$ cat config.mk
export PLATFORM = sky130hd
export DESIGN_NAME = piezo_tone_decoder
export DESIGN_NICKNAME = d
export VERILOG_FILES = /design/src/rtl/piezo_tone_decoder.sv
export SDC_FILE = /design/constraint.sdc
export NUM_CORES = 1
export LEC_CHECK = 0
export ABC_AREA = 0
export BUFFER_PORTS_ARGS = -buffer_cell sky130_fd_sc_hd__buf_4
export CAP_MARGIN = 20
export CORE_ASPECT_RATIO = 1.1
export CORE_MARGIN = 2
export CORE_UTILIZATION = 41
export DETAILED_ROUTE_END_ITERATION = 7
export GPL_TIMING_DRIVEN = 0
export PLACE_DENSITY = 0.63
export SYNTH_ARGS = -nofsm -noshare
export SYNTH_HDL_FRONTEND = slang
export SYNTH_SLANG_ARGS = --single-unit
$ cat constraint.sdc
create_clock -name clk -period 9.1 [get_ports clk]
set_input_delay 1.82 -clock clk [delete_from_list [all_inputs] [get_ports clk]]
set_output_delay 1.82 -clock clk [all_outputs]
set_load 0.02 [all_outputs]
$ cat src/rtl/piezo_tone_decoder.sv
// Piezo tone decoder: measures rise-to-rise periods on the piezo drive pair,
// classifies them against the four fanfare notes and reports each completed note.
module piezo_tone_decoder #(
  parameter int PER_G6      = 31888,
  parameter int PER_C7      = 23889,
  parameter int PER_E7      = 18961,
  parameter int PER_G7      = 15944,
  parameter int PER_TOL     = 64,
  parameter int SILENCE_CYC = 65536
) (
  input  logic        clk,
  input  logic        rst,
  input  logic        piezo,
  input  logic        piezo_n,
  output logic        note_vld,
  output logic [2:0]  note_id,
  output logic [15:0] note_periods,
  output logic [23:0] note_clks,
  output logic        busy,
  output logic        diff_err
);

  typedef enum logic [1:0] {IDLE, ARM, TONE} state_t;

  localparam logic signed [18:0] NOM_G6 = 19'(PER_G6);
  localparam logic signed [18:0] NOM_C7 = 19'(PER_C7);
  localparam logic signed [18:0] NOM_E7 = 19'(PER_E7);
  localparam logic signed [18:0] NOM_G7 = 19'(PER_G7);
  localparam logic signed [18:0] TOL_S  = 19'(PER_TOL);
  localparam logic [16:0]        SIL    = 17'(SILENCE_CYC);

  function automatic logic in_win(input logic [16:0] per, input logic signed [18:0] nom);
    logic signed [18:0] d;
    d = $signed({2'b00, per}) - nom;
    return (d >= -TOL_S) && (d <= TOL_S);
  endfunction

  function automatic logic [2:0] classify(input logic [16:0] per);
    logic [2:0] c;
    c = 3'd0;
    if (in_win(per, NOM_G6)) c = 3'd1;
    else if (in_win(per, NOM_C7)) c = 3'd2;
    else if (in_win(per, NOM_E7)) c = 3'd3;
    else if (in_win(per, NOM_G7)) c = 3'd4;
    return c;
  endfunction

  function automatic logic [15:0] sat_inc16(input logic [15:0] x);
    return (x == 16'hFFFF) ? x : x + 16'd1;
  endfunction

  function automatic logic [23:0] sat_add24(input logic [23:0] acc, input logic [16:0] per);
    logic [24:0] s;
    s = {1'b0, acc} + {8'd0, per};
    return s[24] ? 24'hFFFFFF : s[23:0];
  endfunction

  // Stage p0/p1: two-flop synchronizers; p2: previous synced value for edge detect
  logic piezo_p0, piezo_p1, piezo_p2;
  logic piezo_n_p0, piezo_n_p1;

  always_ff @(posedge clk) begin
    if (rst) begin
      piezo_p0   <= 1'b0;
      piezo_p1   <= 1'b0;
      piezo_p2   <= 1'b0;
      piezo_n_p0 <= 1'b0;
      piezo_n_p1 <= 1'b0;
    end else begin
      piezo_p0   <= piezo;
      piezo_p1   <= piezo_p0;
      piezo_p2   <= piezo_p1;
      piezo_n_p0 <= piezo_n;
      piezo_n_p1 <= piezo_n_p0;
    end
  end

  logic rise, timeout, pair_eq;
  assign rise    = piezo_p1 & ~piezo_p2;
  assign pair_eq = (piezo_p1 == piezo_n_p1);

  // Period counter: holds clks since the last rise, saturating
  logic [16:0] cnt;
  assign timeout = !rise && (cnt == SIL);

  always_ff @(posedge clk) begin
    if (rst) cnt <= 17'd0;
    else if (rise) cnt <= 17'd1;
    else if (cnt != 17'h1FFFF) cnt <= cnt + 17'd1;
  end

  state_t      state, state_nx;
  logic [2:0]  cur_id, cur_id_nx, cls;
  logic [15:0] acc_per, acc_per_nx;
  logic [23:0] acc_clks, acc_clks_nx;
  logic        rpt;

  always_ff @(posedge clk) begin
    if (rst) begin
      state    <= IDLE;
      cur_id   <= 3'd0;
      acc_per  <= 16'd0;
      acc_clks <= 24'd0;
    end else begin
      state    <= state_nx;
      cur_id   <= cur_id_nx;
      acc_per  <= acc_per_nx;
      acc_clks <= acc_clks_nx;
    end
  end

  always_comb begin
    state_nx    = state;
    cur_id_nx   = cur_id;
    acc_per_nx  = acc_per;
    acc_clks_nx = acc_clks;
    rpt         = 1'b0;
    cls         = classify(cnt);
    case (state)
      IDLE: if (rise) state_nx = ARM;
      ARM: begin
        if (rise) begin
          if (cls != 3'd0) begin
            state_nx    = TONE;
            cur_id_nx   = cls;
            acc_per_nx  = 16'd1;
            acc_clks_nx = {7'd0, cnt};
          end
        end else if (timeout) begin
          state_nx = IDLE;
        end
      end
      TONE: begin
        if (rise) begin
          if (cls == cur_id) begin
            acc_per_nx  = sat_inc16(acc_per);
            acc_clks_nx = sat_add24(acc_clks, cnt);
          end else begin
            // A different note (or noise) ends the current one
            rpt = 1'b1;
            if (cls != 3'd0) begin
              cur_id_nx   = cls;
              acc_per_nx  = 16'd1;
              acc_clks_nx = {7'd0, cnt};
            end else begin
              state_nx = ARM;
            end
          end
        end else if (timeout) begin
          rpt      = 1'b1;
          state_nx = IDLE;
        end
      end
      default: state_nx = IDLE;
    endcase
  end

  assign busy = (state != IDLE);

  // Report registers: strobe plus held note fields
  always_ff @(posedge clk) begin
    if (rst) begin
      note_vld     <= 1'b0;
      note_id      <= 3'd0;
      note_periods <= 16'd0;
      note_clks    <= 24'd0;
    end else begin
      note_vld <= rpt;
      if (rpt) begin
        note_id      <= cur_id;
        note_periods <= acc_per;
        note_clks    <= acc_clks;
      end
    end
  end

  // Differential fault: third consecutive equal cycle while busy, once per episode
  logic [1:0] eq_run;
  logic       fired;

  always_ff @(posedge clk) begin
    if (rst) begin
      eq_run   <= 2'd0;
      fired    <= 1'b0;
      diff_err <= 1'b0;
    end else begin
      diff_err <= 1'b0;
      if (!pair_eq) begin
        eq_run <= 2'd0;
        fired  <= 1'b0;
      end else begin
        if (eq_run != 2'd3) eq_run <= eq_run + 2'd1;
        if (eq_run >= 2'd2 && busy && !fired) begin
          diff_err <= 1'b1;
          fired    <= 1'b1;
        end
      end
    end
  end

endmodule

==> results.cfg <==
[power]
power.total_mw = 1.24
p_leak_nw = 3.29
pwr-share-clk = 0.533
comb_power_share = 0.053
ir_drop_mv = 0.144
p_int_uw = 942
powerDensity_nw_per_um2 = 144
p_switching_uw = 299
sequentialPowerShare = 0.414
power_switching_share = 0.241

[final_layout]
n_antenna_cell = 0
fillers = 1711
instances_no_fill = 1183
nets = 961
syn_to_final_growth_pct = 17.1
drive_gt1_frac = 0.160

[timing]
slew_headroom = 0.472
fmax_mhz = 227
hold_slack_ns = 0.424
report.final.slew_viol_count = 0
finalCritPeriodShare = 0.485
finalClockSkew_ns = 0.00967
rsz0062_at_grt = no
fin_setup_tns_ns = 0
tightestPinTransition_ns = 0.771
hold_viol_final = 0
min_period_ns = 4.41
finalSetupViolations = 0

[min_path]
hp-start = fired$_SDFFE_PP0P_
hp-class = flip-flop to flip-flop

[cts]
cts_hold_buf = 0
path_clk_slew_ns = 0.06
cts_resized = 0
cts.sinks = 115
cts_tree = built
cts_setup_buffers = 0
root_buffer = clkbuf_16
clockBufferDepth = 2
numCtsBuffers = 17
h-tree-depth = 4
clock_latency_ns = 0.42

[worst_setup_path]
reg2reg_slack_ns = 4.69
reg2reg_from = cnt[1]$_SDFFE_PP0P_
cp_max_fo = 10
r2r-end = acc_clks[14]$_SDFFE_PP0P_
crit_end = acc_clks[14]$_SDFFE_PP0P_
cpMostUsedCell = buf_2
startpoint = cnt[1]$_SDFFE_PP0P_
cp_data_required_time_ns = 9.44
cp-end-kind = flip-flop
crit_type = flip-flop to flip-flop
slowest_delay_ns = 0.61
path_cells = buf_2 -> inv_1 -> ha_1 -> or4b_1 -> a221oi_1 -> o22ai_1 -> a2111oi_2 -> nand3_2 -> nand3_2 -> mux2i_1 -> a21o_1 -> buf_2 -> buf_2 -> o221ai_1 -> a31oi_1
cp.arrival_ns = 4.76
reg2reg_depth = 15
start_kind = flip-flop
slowest_stage = a2111oi_2

[detailed_routing]
route.vias.total = 6779
dr.pass1.iters = 5
dr.first_iter.drc_count = 545
drc = 0
vias_per_cell = 5.73
ant_nets = 0
wl_per_cell_um = 18.1
wirelength_um = 21400

[grt]
grt_pass1_wl_um = 34100
overflow = 0
grt.total_usage = 0.227
antenna_found_initial = 0
grt_pass1_vias = 6358
grt_max_degree = 17

[logic_synthesis]
synthArstFlopShare = 0
synth_edf_count = 0
synth_area_um2 = 7360
synth_cell_types = 93
synth_area_per_cell_um2 = 8.52
ys.flop_type = dfxtp_1
synth_nets = 893
yosys_warnings = 0
seq_area_frac_synth = 0.313
synthCells = 864
ys_ff_latch = 115

[floorplan]
start_util = 0.417
ioPinCount = 50
core_um2 = 17700
die_h_um = 145
rows = 51
die_w_um = 132
die-area_um2 = 19000

[run]
max_cap_violations = 0

[placement]
io_buffers = 49
dp_hpwl_um = 15800
dp_cells = 1151
routabilityCongestion = 0.974

[status]
outcome = finished, final reports clean
==> power groups by stage <==
stage / sequential, mW / combinational [mW] / clock (mW)
final: 0.514 / 0.0660 / 0.662
after global routing: 0.514 / 0.0730 / 0.694
after CTS: 0.514 / 0.0656 / 0.674
after detailed placement: 0.525 / 0.0653 / 0
after global placement: 0.524 / 0.0651 / 0
after floorplan: 0.523 / 0.0464 / 0
==> cell type report <==
class | instances | area (µm²) | share of cell area
clock inverters | 14 | 158 | 0.0183
clock buffers | 18 | 439 | 0.0509
inverters | 24 | 90.1 | 0.0104
multi-input cells | 669 | 4670 | 0.541
flip-flops and latches | 115 | 2300 | 0.267
well taps | 238 | 298 | 0.0345
repair buffers | 49 | 368 | 0.0427
plain buffers | 56 | 302 | 0.0350
==> worst max-delay path, delay by kind of cell (launching register included) <==
family / cells / cell delay [ns]
compound gates: 6 / 1.53
fa+ha+maj: 1 / 0.28
buf+inv: 4 / 0.95
flops: 1 / 0.32
mux: 1 / 0.30
simple gates: 3 / 0.95
==> synth_stat cells, types with 7 or more instances <==
| library cell | count | area (µm²) |
|---|---|---|
| a211oi_1 | 8 | 60.1 |
| a21o_1 | 14 | 105 |
| a21oi_1 | 40 | 200 |
| and3_1 | 7 | 43.8 |
| buf_2 | 13 | 65.1 |
| buf_6 | 8 | 90.1 |
| clkbuf_1 | 29 | 109 |
| dfxtp_1 | 115 | 2300 |
| ha_1 | 24 | 300 |
| inv_1 | 23 | 86.3 |
| mux2i_1 | 52 | 521 |
| nand2_1 | 55 | 206 |
| nand2b_1 | 14 | 87.6 |
| nand3_1 | 17 | 85.1 |
| nand4_1 | 12 | 75.1 |
| nor2_1 | 117 | 439 |
| nor2b_1 | 24 | 150 |
| nor3_1 | 20 | 100 |
| nor4_1 | 7 | 43.8 |
| nor4b_1 | 8 | 70.1 |
| o2111a_1 | 7 | 78.8 |
| o211ai_1 | 13 | 97.6 |
| o21ai_0 | 24 | 120 |
| o21ai_1 | 11 | 55.1 |
| or2_2 | 10 | 62.6 |
| or3_1 | 13 | 81.3 |
| xnor2_1 | 21 | 184 |
| xor2_1 | 13 | 114 |
==> sequential cells by signal, summed over array words and instances (netlist names) <==
name	cells
state	2
piezo_n_p0	1
eq_run	2
piezo_p1	1
diff_err	1
note_vld	1
acc_per	16
piezo_p2	1
piezo_n_p1	1
piezo_p0	1
cur_id	3
note_periods	16
note_clks	24
acc_clks	24
fired	1
cnt	17
note_id	3
==> worst min-delay path by stage <==
stage | slack (ns) | cells after the start | to
6_report | 0.42 | 1 | diff_err$_SDFF_PP0_
3_3_place_gp | 0.41 | 1 | diff_err$_SDFF_PP0_
3_5_place_dp | 0.41 | 1 | diff_err$_SDFF_PP0_
2_1_floorplan | 0.40 | 1 | diff_err$_SDFF_PP0_
5_1_grt | 0.45 | 1 | diff_err$_SDFF_PP0_
4_1_cts | 0.43 | 1 | diff_err$_SDFF_PP0_
==> logic make-up (layout without fill, tap and decap cells) <==
| family | Yosys count | count (layout) | synth area share |
|---|---|---|---|
| XOR/XNOR | 34 | 34 | 0.0404 |
| AO/OA/AOI/OAI | 217 | 217 | 0.234 |
| buffers and inverters | 80 | 161 | 0.0532 |
| multiplexers | 54 | 54 | 0.0753 |
| adder cells (fa/ha/maj) | 25 | 25 | 0.0435 |
| AND/OR/NAND/NOR | 339 | 339 | 0.240 |
| flip-flops | 115 | 115 | 0.313 |
==> cells in the final DEF (no fill, tap or decap), types with 8 or more instances in the layout <==
cell / instances
nand2b_1: 14
a21o_1: 14
o21ai_0: 24
o21ai_1: 11
ha_1: 24
nor4b_1: 8
xnor2_1: 21
nand4_1: 12
or2_2: 10
nor2b_1: 24
o211ai_1: 13
nor2_1: 117
a211oi_1: 8
mux2i_1: 52
inv_1: 23
buf_6: 8
or3_1: 13
buf_4: 53
dfxtp_1: 115
nand2_1: 55
nand3_1: 17
a21oi_1: 40
clkbuf_16: 17
clkbuf_1: 29
buf_2: 13
xor2_1: 13
nor3_1: 20
==> metrics by stage <==
step           cell area (µm²)   util  setup WS [ns]
2_1_floorplan             7360      -           5.40
3_3_place_gp              8030  0.454           4.79
3_5_place_dp              8030  0.454           4.77
4_1_cts                   8620  0.488           4.72
5_1_grt                   8620  0.488           4.40
6_report                  8620  0.488           4.69
==> per-layer routing <==
metal,track usage,share of wire,up-vias
met1,0.286,0.45,3168
met2,0.384,0.47,236
met4,0.0932,0.031,0
li1,-,-,3318
met5,0,0,-
met3,0.0431,0.050,57
(Power assumes the default switching activity.)
